**src/rtl/dlf16_cvt_arbiter.sv**
```systemverilog
// Round-robin shared DLFloat16 -> int32 converter, one conversion in flight.
// Optional DLF16_CVT_STATUS_EN adds resp_flags = {invalid, saturated, inexact}.
module dlf16_cvt_arbiter #(
  parameter int NUM_REQ = 4,
  parameter int ID_W    = 2
) (
  input  logic                   clk,
  input  logic                   rst,
  input  logic [NUM_REQ-1:0]     req_valid,
  input  logic [16*NUM_REQ-1:0]  req_data,
  output logic [NUM_REQ-1:0]     req_ready,
  output logic                   resp_valid,
  input  logic                   resp_ready,
  output logic [ID_W-1:0]        resp_id,
  output logic [31:0]            resp_data
`ifdef DLF16_CVT_STATUS_EN
  ,
  output logic [2:0]             resp_flags
`endif
);

  typedef enum logic [1:0] {IDLE, CONVERT, RESPOND} state_t;

  state_t          r_state;
  state_t          w_next;
  logic [ID_W-1:0] r_ptr;
  logic [ID_W-1:0] r_tag;
  logic [ID_W-1:0] r_rid;
  logic [15:0]     r_op;
  logic [31:0]     r_data;
  logic [2:0]      r_flags;

  logic [NUM_REQ-1:0] w_rot;
  logic               w_found;
  logic [ID_W:0]      w_off;
  logic [ID_W:0]      w_sum;
  logic [ID_W:0]      w_inc;
  logic [ID_W-1:0]    w_win;
  logic [ID_W-1:0]    w_ptr_nxt;
  logic [15:0]        w_op;

  // Rotate so bit 0 is the requester at r_ptr; lowest set bit wins.
  always_comb begin
    w_rot = (req_valid >> r_ptr)
          | (req_valid << ((ID_W+1)'(NUM_REQ) - {1'b0, r_ptr}));
    w_found = 1'b0;
    w_off   = '0;
    for (int k = NUM_REQ - 1; k >= 0; k--) begin
      if (w_rot[k]) begin
        w_found = 1'b1;
        w_off   = (ID_W+1)'(k);
      end
    end
    w_sum = {1'b0, r_ptr} + w_off;
    if (w_sum >= (ID_W+1)'(NUM_REQ))
      w_sum = w_sum - (ID_W+1)'(NUM_REQ);
    w_win = w_sum[ID_W-1:0];
    w_inc = w_sum + 1'b1;
    if (w_inc == (ID_W+1)'(NUM_REQ))
      w_inc = '0;
    w_ptr_nxt = w_inc[ID_W-1:0];
    w_op = '0;
    for (int i = 0; i < NUM_REQ; i++) begin
      if (w_win == ID_W'(i))
        w_op = req_data[16*i +: 16];
    end
  end

  always_comb begin
    w_next    = r_state;
    req_ready = '0;
    unique case (r_state)
      IDLE: begin
        if (w_found) begin
          w_next    = CONVERT;
          req_ready = NUM_REQ'(1) << w_win;
        end
      end
      CONVERT: w_next = RESPOND;
      RESPOND: begin
        if (resp_ready)
          w_next = IDLE;
      end
      default: w_next = IDLE;
    endcase
    if (rst)
      req_ready = '0;
  end

  always_ff @(posedge clk or posedge rst) begin
    if (rst)
      r_state <= IDLE;
    else
      r_state <= w_next;
  end

  logic [5:0]  w_exp;
  logic [9:0]  w_sig;
  logic [5:0]  w_rsh;
  logic [31:0] w_mag;
  logic [31:0] w_res;
  logic        w_inv;
  logic        w_sat;
  logic        w_inx;

  // exp 31..39 shifts right (may lose bits), 40..61 shifts left, >=62 saturates.
  always_comb begin
    w_exp = r_op[14:9];
    w_sig = {1'b1, r_op[8:0]};
    w_rsh = 6'd40 - w_exp;
    w_mag = '0;
    w_res = '0;
    w_inv = 1'b0;
    w_sat = 1'b0;
    w_inx = 1'b0;
    if (r_op[14:0] == 15'h7FFF) begin
      w_inv = 1'b1;
    end else if (w_exp < 6'd31) begin
      w_inx = (w_exp != 6'd0);
    end else if (w_exp >= 6'd62) begin
      w_sat = 1'b1;
      w_res = r_op[15] ? 32'h8000_0000 : 32'h7FFF_FFFF;
    end else if (w_exp >= 6'd40) begin
      w_mag = {22'd0, w_sig} << (w_exp - 6'd40);
      w_res = r_op[15] ? -w_mag : w_mag;
    end else begin
      w_mag = {22'd0, w_sig >> w_rsh};
      w_inx = |(w_sig & ~(10'h3FF << w_rsh));
      w_res = r_op[15] ? -w_mag : w_mag;
    end
  end

  always_ff @(posedge clk or posedge rst) begin
    if (rst) begin
      r_ptr   <= '0;
      r_tag   <= '0;
      r_op    <= '0;
      r_rid   <= '0;
      r_data  <= '0;
      r_flags <= '0;
    end else begin
      if (r_state == IDLE && w_found) begin
        r_op  <= w_op;
        r_tag <= w_win;
        r_ptr <= w_ptr_nxt;
      end
      if (r_state == CONVERT) begin
        r_data  <= w_res;
        r_rid   <= r_tag;
        r_flags <= {w_inv, w_sat, w_inx};
      end
    end
  end

  assign resp_valid = (r_state == RESPOND);
  assign resp_id    = r_rid;
  assign resp_data  = r_data;

`ifdef DLF16_CVT_STATUS_EN
  assign resp_flags = r_flags;
`else
  logic w_flags_unused;
  assign w_flags_unused = ^r_flags;
`endif

endmodule

```
**config.mk**
```make
export PLATFORM = sky130hd
export DESIGN_NAME = dlf16_cvt_arbiter
export DESIGN_NICKNAME = d
export VERILOG_FILES = /design/src/rtl/dlf16_cvt_arbiter.sv
export SDC_FILE = /design/constraint.sdc
export NUM_CORES = 1
export LEC_CHECK = 0
export ABC_AREA = 1
export CAP_MARGIN = 40
export CORE_ASPECT_RATIO = 1.75
export CORE_MARGIN = 1
export CORE_UTILIZATION = 55
export DETAILED_ROUTE_END_ITERATION = 8
export PLACE_DENSITY = 0.83
export SLEW_MARGIN = 40
export SYNTH_ARGS = -nofsm -noshare
export SYNTH_HDL_FRONTEND = slang
export SYNTH_SLANG_ARGS = --single-unit
export TNS_END_PERCENT = 1
```
**constraint.sdc**
```tcl
create_clock -name clk -period 4.53 [get_ports clk]
set_input_delay 0.906 -clock clk [delete_from_list [all_inputs] [get_ports clk]]
set_output_delay 0.906 -clock clk [all_outputs]
set_load 0.01 [all_outputs]
```
==> results of run 1 <==
[metal layers]
| layer | up-vias | track usage (%) | part of all wire [%] |
|---|---|---|---|
| li1 | 3458 | - | - |
| met4 | 0 | 22.7 | 7.1 |
| met3 | 86 | 4.63 | 4.7 |
| met5 | - | 0 | 0 |
| met1 | 3066 | 32.3 | 35 |
| met2 | 265 | 60.0 | 54 |
[through the flow]
stage          setup WS, ps  cell area [um2]  hold WS [ps]  instances
2_1_floorplan           641             6130           449       1009
3_3_place_gp            101             7290           460       1219
3_5_place_dp          -4.92             7290           464       1219
4_1_cts                10.5             7470           483       1227
5_1_grt               -25.9             7500           496       1227
6_report               93.3             7500           477       1227
[placed cells by master (no fill, tap or decap), types with 4 or more instances in the layout]
cell,n
nor2_1,50
buf_4,17
o21ai_2,4
inv_2,25
o211ai_1,15
nor2_4,5
clkbuf_16,5
o21ai_0,66
nand2_2,22
nor2_2,11
nand2_1,358
nand2_4,7
inv_1,64
o21ai_1,15
dfrtp_1,56
xor2_1,5
ha_1,16
clkdlybuf4s50_1,107
nand3_1,117
a21oi_1,46
nand4_1,13
nand3_2,29
[worst min path at each step]
stage / start / end / cells past startpoint
global placement: resp_data[26] / resp_data[26] / 2
finish: resp_data[18] / resp_data[18] / 2
CTS: resp_data[20] / resp_data[20] / 2
global route: resp_data[3] / resp_data[3] / 2
detailed placement: resp_data[20] / resp_data[20] / 2
floorplan: r_tag[1] / resp_id[1] / 2
[sequential cells by signal, indices dropped and copies added, names as in the netlist]
name	count
r_state	2
resp_data	32
r_op	16
resp_id	2
r_tag	2
r_ptr	2
[area by class of cell]
cell class | instances | area [um2] | area share (%)
clock buffers | 5 | 125 | 1.67
clock inverters | 3 | 47.5 | 0.634
repair buffers | 126 | 1220 | 16.3
flip-flops and latches | 56 | 1400 | 18.7
inverters | 93 | 353 | 4.70
well taps | 130 | 163 | 2.17
multi-input cells | 814 | 4190 | 55.8
[logic make-up (layout without fill, tap and decap cells)]
family / count (synthesis) / after routing / synth area share, %
xor+xnor: 11 / 11 / 1.69
simple gates: 626 / 626 / 48.1
buf+inv: 139 / 227 / 9.47
fa+ha+maj: 16 / 16 / 3.27
flops: 56 / 56 / 22.9
compound gates: 161 / 161 / 14.7
[timing repair]
item	4_1_cts	5_1_grt
pin swaps	0	1
endpoints found under the setup margin	1	4
gates resized for setup	1	7
[worst max-delay path, stage by stage]
cell	delay [ps]
clkdlybuf4s50_1	430
nand2_1	100
o21ai_1	90
a211oi_2	280
o21ai_0	150
a21oi_1	150
ha_1	170
inv_1	60
xor2_2	200
ha_1	180
inv_1	60
nor2_1	170
clkdlybuf4s50_1	570
==> results.txt, run 1 <==
- The cell sitting at the root of the clock tree is a clkbuf_16.
- Synthesis produced a netlist with a net count of between 1000 and 1500.
- Proportion of register bits with asynchronous set or reset after synthesis: between 90% and 100%
- TritonCTS created 5 clock buffers.
* Status: completed
- Timing would allow up to approximately 0.23 GHz.
- Clock period minus final worst setup slack: ~4400 ps
* Maximum number of pins on one net before global-route repair: between 50 and 60
* Post-DP HPWL: roughly 14 mm
* Slew at the pin closest to its max-slew limit: 759 ps
- Worst Setup End Kind: output port
- Yosys instantiated no cell more often than nand2_1.
* Die X-Extent: ~82 um
* Largest clock skew in the final design: 11.6 ps
* Top post-synthesis cells by area: dfrtp_1 (23%), nand2_1 (22%), nand3_1 (9.6%), o21ai_0 (5.5%), nand3_2 (4.7%)
* Number of warnings issued by yosys: 0
* Initial antenna violation count: 0
- For this run, design rule violations remaining after detail routing come to 0.
- In this run, post-CTS hold repair placed 0 buffers.
- Cells fill between 60 and 70% of the core in the end.
- Vias after detailed routing: between 6000 and 7000
- The clock passes through at most 2 buffers.
- The floorplan has 50 rows.
* Number of clock sinks: 56
- Averaged over all synthesized cells, the footprint is ~6 um2.
* Ant diodes: 0
* Maxcap violations: 0
* Vias per cell: ~5.6
- Following the worst setup path forward leads to its endpoint at req_ready[3].
- In the finished design, the share of the clock period the worst path needs comes to ~98%.
- CTS clk-pin slew, worst paths: approximately 70 ps
- In the final design database the tool counted ~1200 nets.
* Effective utilization at floorplan: approximately 57%
- 110 I/O pins were placed.
- Number of enable flip-flop cells after synthesis: 0
- The setup path with the least slack is of type input pin to output port.
* Mapped Cells: slightly above 1000
- Critical path launch point: req_valid[2]
- In the synthesized netlist the dominant register cell turns out to be dfrtp_1.
- Clock insertion delay at the later pin of the skew report: 310 ps
- Core region area: around 11000 um2
- In this run the remaining antenna-violating nets after routing total 0.
- The startpoint identified for the worst register-to-register timing path is r_op[10].
- Relative to the synthesized area, the layout overhead comes to 22.3%.
- Area of the mapped netlist: just over 6000 um2
* CTS tree: done
* Wire length of the first global-routing pass: approximately 30 mm
* Total count of max-transition violations in the final report: 0
- WL/cell: between 10 and 15 um
* Hold WC Path Type: flip-flop to flip-flop
* Detailed router's first-iteration violation count: about 380
- The worst setup path is launched from an input pin.
* Routability-driven placement congestion ratio: 1.02
* RSZ-0062 raised after global routing: true
* Post-synthesis cell type count: 46
- Data arrival time at the worst-slack endpoint: roughly 3500 ps
- Via count of the first global-routing pass: 6446
- GR Overflow Total: 0
- End of the worst register-to-register path: resp_data[9]
- Of all nets on the critical path, the largest fanout is 3.
* Final setup fails: 0
- Across all register-to-register paths, the minimum setup slack is between 800 and 900 ps.
* Endpoints failing hold: 0
- Port buffering added approximately 110 buffers.
- The floorplan step defined a die boundary enclosing 11600 um2.
- The share of the Yosys chip area taken by registers is 22.9%.
* Fraction of layout cells with a size suffix above 1: a little over an eighth
- The commonest cells after synthesis are nand2_1 (358), nand3_1 (117), o21ai_0 (67).
- Post-CTS setup repair buffer count: 0
- Depth of the most critical reg-to-reg path: 16
- The biggest area contributor in the post-synthesis netlist is dfrtp_1.
- Detailed-route wire length: around 18 mm
- The filler cells instantiated in the layout total 992.
- For this run, the detailed router's first-pass iteration total came to 5.
* Global Route Usage Sum: about a third
- Relative slew slack: around half
- The synthesized design contains between 50 and 60 register bits.
* CTS HTree Levels: 2
- The die is around 140 um tall.
- Setup TNS: 0 ps
- Share of Yosys cell area claimed by the top area cell type: a little under a quarter
- CP Data Required Time: ~3600 ps
Power of run 1 is left out: the tool's default activity adds up to more than one toggle a clock period on the data nets, which glitch-free logic cannot reach.
==> run 2, diff against run 1 <==
- clock period: 4.53 -> 5.45 ns (I/O delays scaled with it)
==> run 2 against run 1 <==
Compared with the run above:
- non-clock buffer count shrank 5
- sequential cell count is the same
- worst hold slack lost 1.7 ps
- largest cell class unchanged
==> results.txt, run 2 (synthesis results as in run 1) <==
* GR Overflow Total: 0
- Setup violations remaining at the end of the flow were counted as 0.
- Once detail routing completed, the nets flagged for antenna violations numbered 0.
* Global Route Usage Sum: roughly a third
- Largest clock skew in the final design: around 5.0 ps
- The flow ran to the end, and the final reports show no timing, DRC or antenna violations.
- The initial antenna violation count came to 0.
- Total die area: between 10000 and 15000 um2
- Overall die height: between 100 and 150 um
- The critical path contains buffers and inverters numbering 4 combined.
* Maximum number of pins on one net before global-route repair: 57
- CTS HTree Levels: 2
- Fraction of layout cells with a size suffix above 1: approximately an eighth
- Layout Cells excl Fill: roughly 1200
- After detailed routing, the average wire length per cell comes to roughly 14 um.
- Setup slack at placement: between 400 and 500 ps
- Input and output buffers added on the ports amount to about 110.
- In this run, post-CTS repair resized a total of 0 instances.
- Most frequent standard cell in the layout excluding fill and tap cells: nand2_1
- Maxcap violations: 0
- Peak clock frequency supported by timing: ~0.20 GHz
* Setup TNS: 0 ps
- The cell sitting at the root of the clock tree is a clkbuf_16.
- Traced cell by cell, the critical path runs through clkdlybuf4s50_1 > nand2_1 > o21ai_0 > a211oi_1 > o21ai_0 > a21oi_1 > ha_1 > inv_1 > xor2_1 > ha_1 > inv_1 > nor2_1 > clkdlybuf4s50_1.
- RSZ-0062 raised after global routing: false
- The count of final hold-check violations is 0.
- Clock buffer count from CTS: 5
- Data arrival time at the worst-slack endpoint: about 3900 ps
- Routability-driven placement congestion ratio: roughly 0.99
- First-pass detailed-route iteration total: 5
- Die X-Extent: 81.8 um
* Crit share post-route: around 92%
* Via count of the first global-routing pass: ~6300
* Post-CTS setup repair buffer count: 0
- Number of nets in the layout: between 1000 and 1500
* Cell count after placement: 1214
- Post-layout worst setup margin: between 400 and 500 ps
- The top cell types in the final layout, fill and taps aside, are nand2_1 (358), nand3_1 (117), clkdlybuf4s50_1 (109).
- Ant diodes: 0
* Vias per cell: ~5.5
- In this run the worst hold path is classified as flip-flop to flip-flop.
- Headroom to the max-slew limit came out at between 40 and 50%.
* Combined flip-flop and latch cell area: 1400 um2
* Area delta synth->final: 21.1%
- Worst Setup End Kind: output port
- Vias after detailed routing: a little under 7000
- Maximum root-to-sink buffer count: 2
- Highest net fanout along the worst path: 17
- The slowest stage of the critical path is the clkdlybuf4s50_1 cell.
- Cell type group with the largest total delay on the critical path: buffers and inverters
* Row count: 50
- Effective utilization at floorplan: a little under three fifths
- Post-CTS Hold Fix Bufs: 0
* Number of inserted filler cells in the final layout: 960
* I/O pin total: 110
* Worst setup path class: input pin to output port
* CTS clk-pin slew, worst paths: 70 ps
- Worst Setup Start Kind: input pin
* Number of clock sinks: 56
* Multi-input gate area in the final layout: 4160 um2
* Total count of max-transition violations in the final report: 0
- The first global-routing pass estimated between 20 and 30 mm of wire.
- End-of-flow core utilization: between 60% and 70%
- Number of remaining DRC errors: 0
- Detailed-route wire length: 17.3 mm
- At the later pin of the worst-skew pair, clock insertion delay measures 300 ps.
* Clock period minus final worst setup slack: 5020 ps
- At the worst endpoint, the required time is between 4000 and 5000 ps.
- Detailed placement finished with a half-perimeter wire length of around 14 mm.
* Detailed router's first-iteration violation count: between 300 and 400
- The region available for standard cell placement spans between 10000 and 15000 um2.
- TritonCTS built the clock tree.
- Flip-flop count of the largest register, all copies and words added: 32
* Maximum single-stage delay on the critical path: between 500 and 600 ps
* Slew at the pin closest to its max-slew limit: 767 ps
[run 2: per-layer routing]
layer / track usage [%] / up-vias / share of wire, %
met5: 0 / - / 0
met4: 20.0 / 0 / 6.1
met3: 4.44 / 66 / 4.0
met2: 58.9 / 244 / 54
met1: 31.1 / 3010 / 36
li1: - / 3462 / -
[run 2: metrics by stage]
step | hold slack (ps) | instance area (um2)
6_report | 475 | 7430
5_1_grt | 504 | 7430
4_1_cts | 483 | 7430
3_5_place_dp | 464 | 7260
3_3_place_gp | 460 | 7250
2_1_floorplan | 449 | 6130
[run 2: layout make-up]
type | instances | area share (%)
flip-flops and latches | 56 | 18.9
inverters | 93 | 4.75
well taps | 130 | 2.19
repair buffers | 121 | 15.9
multi-input cells | 814 | 56.0
clock inverters | 3 | 0.623
clock buffers | 5 | 1.68
[run 2: path summary, 6_finish.rpt]
path / startpoint / endpoint / slack, ps / depth (start not counted)
setup / recovery: req_valid[2] / req_ready[2] / 430 / 13
hold / removal: resp_data[19] / resp_data[19] / 480 / 2
setup reg to reg: r_op[10] / resp_data[9] / 1600 / 16
hold reg to reg: resp_data[19] / resp_data[19] / 480 / 2
max in group asynchronous: rst / resp_data[26] / 3680 / 3
min in group asynchronous: rst / r_state[1] / 1320 / 3
[run 2: tightest hold or removal path, delay by kind of cell, from the launching register on]
kind	cells	cell delay (ps)
AND/OR/NAND/NOR	2	100
flip-flops	1	340
Power of run 2 is left out for the same reason.
